==> config.mk <==
export PLATFORM = sky130hd
export DESIGN_NAME = imm_ext_pipe
export DESIGN_NICKNAME = d
export VERILOG_FILES = /design/src/rtl/imm_ext_pipe.sv
export SDC_FILE = /design/constraint.sdc
export NUM_CORES = 1
export LEC_CHECK = 0
export ABC_CLOCK_PERIOD_IN_PS = 6750
export CORE_ASPECT_RATIO = 1.1
export CORE_MARGIN = 2
export CORE_UTILIZATION = 55
export CTS_CLUSTER_SIZE = 12
export DETAILED_ROUTE_END_ITERATION = 8
export PLACE_DENSITY = 0.92
export SKIP_CTS_REPAIR_TIMING = 1
export SLEW_MARGIN = 10
export SYNTH_ARGS = -nofsm -noshare
export SYNTH_HDL_FRONTEND = slang
export SYNTH_SLANG_ARGS = --single-unit
export TNS_END_PERCENT = 5
==> constraint.sdc <==
create_clock -name clk -period 6.75 [get_ports clk]
set_clock_uncertainty 0.2 [all_clocks]
set_input_delay 1.0125 -clock clk [delete_from_list [all_inputs] [get_ports clk]]
set_output_delay 1.0125 -clock clk [all_outputs]
set_load 0.005 [all_outputs]
==> src/rtl/imm_ext_pipe.sv <==
// Registered immediate extender for the decode path: one instruction word per
// handshake, sign-extended immediate one cycle later, 2-entry skid, error counter.
module imm_ext_pipe #(
  parameter int XLEN     = 32,
  parameter int AUTO_SEL = 0,
  parameter int CNT_W    = 16
) (
  input  logic             clk,
  input  logic             rst_n,
  input  logic             in_valid,
  output logic             in_ready,
  input  logic [31:0]      instr,
  input  logic [2:0]       imm_sel,
  output logic             out_valid,
  input  logic             out_ready,
  output logic [XLEN-1:0]  imm_out,
  output logic             imm_err,
  output logic [CNT_W-1:0] err_count,
  input  logic             cnt_clr
);

  localparam logic [2:0] F_I = 3'd0;
  localparam logic [2:0] F_S = 3'd1;
  localparam logic [2:0] F_B = 3'd2;
  localparam logic [2:0] F_U = 3'd3;
  localparam logic [2:0] F_J = 3'd4;
  localparam logic [2:0] F_X = 3'd7;

  function automatic logic [2:0] auto_fmt(input logic [6:0] op);
    case (op)
      7'b0010011, 7'b0000011, 7'b1100111, 7'b1110011: auto_fmt = F_I;
      7'b0100011:                                     auto_fmt = F_S;
      7'b1100011:                                     auto_fmt = F_B;
      7'b0110111, 7'b0010111:                         auto_fmt = F_U;
      7'b1101111:                                     auto_fmt = F_J;
      default:                                        auto_fmt = F_X;
    endcase
  endfunction

  // Build a 32-bit signed immediate, then sign-extend it to XLEN (U included).
  function automatic logic signed [XLEN-1:0] ext_imm(input logic [31:0] ins,
                                                     input logic [2:0]  fmt);
    logic signed [31:0] raw;
    raw = '0;
    case (fmt)
      F_I: raw = {{20{ins[31]}}, ins[31:20]};
      F_S: raw = {{20{ins[31]}}, ins[31:25], ins[11:7]};
      F_B: raw = {{19{ins[31]}}, ins[31], ins[7], ins[30:25], ins[11:8], 1'b0};
      F_U: raw = {ins[31:12], 12'b0};
      F_J: raw = {{11{ins[31]}}, ins[31], ins[19:12], ins[20], ins[30:21], 1'b0};
      default: raw = '0;
    endcase
    ext_imm = XLEN'(raw);
  endfunction

  function automatic logic [CNT_W-1:0] sat_inc(input logic [CNT_W-1:0] c);
    sat_inc = (&c) ? c : c + 1'b1;
  endfunction

  logic [2:0]              fmt_p0;
  logic                    err_p0;
  logic signed [XLEN-1:0]  imm_p0;
  logic                    acc_p0;

  logic                    vld_p1;
  logic signed [XLEN-1:0]  imm_p1;
  logic                    err_p1;

  logic                    skid_vld;
  logic signed [XLEN-1:0]  skid_imm;
  logic                    skid_err;

  logic [CNT_W-1:0]        cnt;

  // Stage p0: decode and extend the incoming word
  assign fmt_p0   = (AUTO_SEL != 0) ? auto_fmt(instr[6:0]) : imm_sel;
  assign err_p0   = (fmt_p0 > F_J);
  assign imm_p0   = ext_imm(instr, fmt_p0);
  assign in_ready = !skid_vld;
  assign acc_p0   = in_valid && in_ready;

  // Stage p1: output register, refilled from skid first to keep FIFO order
  always_ff @(posedge clk or negedge rst_n) begin
    if (!rst_n) begin
      vld_p1   <= 1'b0;
      imm_p1   <= '0;
      err_p1   <= 1'b0;
      skid_vld <= 1'b0;
    end else begin
      if (!vld_p1 || out_ready) begin
        if (skid_vld) begin
          vld_p1   <= 1'b1;
          imm_p1   <= skid_imm;
          err_p1   <= skid_err;
          skid_vld <= 1'b0;
        end else begin
          vld_p1 <= acc_p0;
          if (acc_p0) begin
            imm_p1 <= imm_p0;
            err_p1 <= err_p0;
          end
        end
      end else if (acc_p0) begin
        skid_vld <= 1'b1;
      end
    end
  end

  always_ff @(posedge clk) begin
    if (acc_p0 && vld_p1 && !out_ready) begin
      skid_imm <= imm_p0;
      skid_err <= err_p0;
    end
  end

  always_ff @(posedge clk or negedge rst_n) begin
    if (!rst_n) begin
      cnt <= '0;
    end else if (cnt_clr) begin
      cnt <= '0;
    end else if (acc_p0 && err_p0) begin
      cnt <= sat_inc(cnt);
    end
  end

  assign out_valid = vld_p1;
  assign imm_out   = imm_p1;
  assign imm_err   = err_p1;
  assign err_count = cnt;

endmodule

==> flow_summary.yaml <==
placement:
  dp_cells: 546
  io_buffers: 83
  placed_area_sq_um: 5064
  dp_slack_ns: 2.844
  routabilityCongestion: 0.8214
  dp_hpwl_mm: 6.712
grt:
  antenna_found_initial: 0
  busiest_layer: "met2"
  grt_max_degree: 52
  grt_overflow_total: 0
  met1_usage: 0.3303
  use_met2: 0.4375
  grt_pass1_wl_mm: 16.59
  met3_usage: 0.04374
  globalRouteTotalUtil: 0.2549
  grt_pass1_vias: 3421
drt:
  wl_mm: 10.31
  drc: 0
  dr.pass1.iters: 5
  dr_total_vias: 3538
  wl_per_cell_um: 18.35
  final_antenna_net_count: 0
  drt_iter0_drc: 386
  viasPerCell: 6.295
synth:
  yosysMostFrequentCell: "dfrtp_1"
  synth_commonest_cells: "dfrtp_1, a21oi_1, o21ai_0"
  synth_area_leader_cell: "dfrtp_1"
  synth_nets: 444
  synth_area_per_cell_sq_um: 10.45
  synthTopCellsByArea: "dfrtp_1, edfxtp_1, a21oi_1"
  synth_area_sq_um: 4210
  synth.distinct_cells: 47
  yosys_warnings: 0
  synth-edff-count: 33
  yosys_most_used_dff: "dfrtp_1"
  ys_seq_area_frac: 0.5385
  async_flop_share: 0.6071
  syn_inst: 403
  synth_top_area_share: 0.3031
  ys_seq_elements: 84
timing:
  post-route-min-period_ns: 3.598
  fmax_mhz: 277.9
  period_share: 0.5330
  tns_ns: 0
  worst_pin_slew_ns: 0.9488
  slew_headroom: 0.3655
  setup_ws_ns: 3.152
  drv_slew: 0
  hold_viol: 0
  rsz0062_at_grt: "false"
  setup_viol: 0
cts:
  cts-root-buf: "clkbuf_8"
  h-tree-depth: 3
  cts.sinks: 84
  path_clk_slew_ns: 0.08
  cts_tree: "done"
  clockBufferDepth: 2
  clkLatencyLatePin_ns: 0.35
  cts_buffers: 9
setup_path:
  path_class: "in2reg"
  required_ns: 6.79
  endpoint_kind: "register"
  r2r_start: "skid_vld"
  crit_chain: "clkdlybuf4s50_1 -> o21a_1 -> nand2_2 -> nor4_1 -> mux2_2"
  start_kind: "input port"
  critical_path_peak_fanout: 28
  path_buf_inv: 1
  crit_arrival_ns: 3.64
  cp_slowest_cell: "clkdlybuf4s50_1"
  worstSetupStartpoint: "imm_sel[0]"
  slowest_delay_ns: 1.09
  cpLargestDelayFamily: "buffers and inverters"
pwr:
  switching_power_mw: 0.3116
  p_int_mw: 0.9257
  ir_worst_vdd_mv: 0.1514
  power_density_nw_per_um2: 234.3
  p_sw_frac: 0.2518
  p_comb_frac: 0.191
  power_frac_seq: 0.493
  p_leak_nw: 2.070
  pwr-share-clk: 0.316
final_layout:
  nNetsFinal: 511
  area_delta_synth_final_pct: 25.44
  antenna_cells: 0
  final_area_sq_um: 5281
  fin_util: 0.7106
  final_cell_count_no_fill: 562
  drive_gt1_frac: 0.07579
floorplan:
  ioPinCount: 91
  dieWidth_um: 87.42
  core_sq_um: 7432
  fp-row-count: 33
  die_y_um: 95.77
  floorplan.initialDensity: 0.5665
  dieArea_sq_um: 8372
outcome:
  outcome: "finished clean"
min_path:
  hold_class: "reg2reg"
  hold_start: "imm_out[28]"
job:
  drv_cap: 0
[layer usage]
layer  part of all wire  vias up  routed length, um
met1               0.42     1727               4303
met4              0.012        0                127
li1                   -     1653                  -
met5                  0        -                  0
met2               0.52      148               5320
met3              0.054       10                560
[area by class of cell]
class	count	area, sq um
flip-flops and latches	84	2267
fillers	535	2151
multi-input cells	274	1768
repair buffers	90	878.3
clock buffers	12	145.1
well taps	87	108.9
clock inverters	4	72.57
inverters	11	41.29
[registers in the layout, summed over array words and instances, names as in the netlist]
| register | count |
|---|---|
| out_valid | 1 |
| imm_err | 1 |
| imm_out | 32 |
| skid_imm | 32 |
| skid_vld | 1 |
| skid_err | 1 |
| err_count | 16 |
[path summary, 6_finish.rpt]
path,end,slack [ns],depth (start not counted)
min in group asynchronous,imm_out[30],0.60,2
worst min register to register,imm_out[28],0.28,2
worst max register to register,err_count[6],4.20,4
worst max-delay path,err_count[6],3.15,5
max in group asynchronous,err_count[8],5.30,2
worst min-delay path,imm_out[28],0.28,2
[cell usage in the layout (no fill, tap or decap), drive strengths merged, types with 12 or more instances in the layout]
master / n
o21ai: 39
clkbuf: 12
dfrtp: 51
clkdlybuf4s50: 82
o31ai: 14
mux2i: 20
edfxtp: 33
nand2: 31
a21oi: 43
[power by group through the flow]
stage | clock network [mW] | logic, mW | registers (mW)
floorplan | 0 | 0.106 | 0.616
global placement | 0 | 0.226 | 0.617
detailed placement | 0 | 0.236 | 0.619
CTS | 0.394 | 0.237 | 0.609
global route | 0.412 | 0.260 | 0.615
finish | 0.391 | 0.236 | 0.610
[cells by family (layout without fill, tap and decap cells)]
family | Yosys count | count (layout) | synth area share
compound gates | 128 | 128 | 0.1843
mux | 21 | 21 | 0.05022
simple gates | 123 | 123 | 0.1765
flops | 84 | 84 | 0.5385
fa+ha+maj | 2 | 2 | 0.005646
buf+inv | 45 | 117 | 0.04487
[metrics by stage]
stage / power (mW) / hold slack [ns]
3_5_place_dp: 0.8547 / 0.2697
3_3_place_gp: 0.8432 / 0.2608
5_1_grt: 1.287 / 0.3134
4_1_cts: 1.241 / 0.2867
2_1_floorplan: 0.7220 / 0.2726
6_report: 1.237 / 0.2831
[worst reg2reg max path: cells and delay by family, from the launching register on]
kind / cells / cell delay, ns
and+or+nand+nor: 3 / 1.16
DFF: 1 / 0.71
muxes: 1 / 0.37
Note: power is estimated with default switching activity, not from simulation.
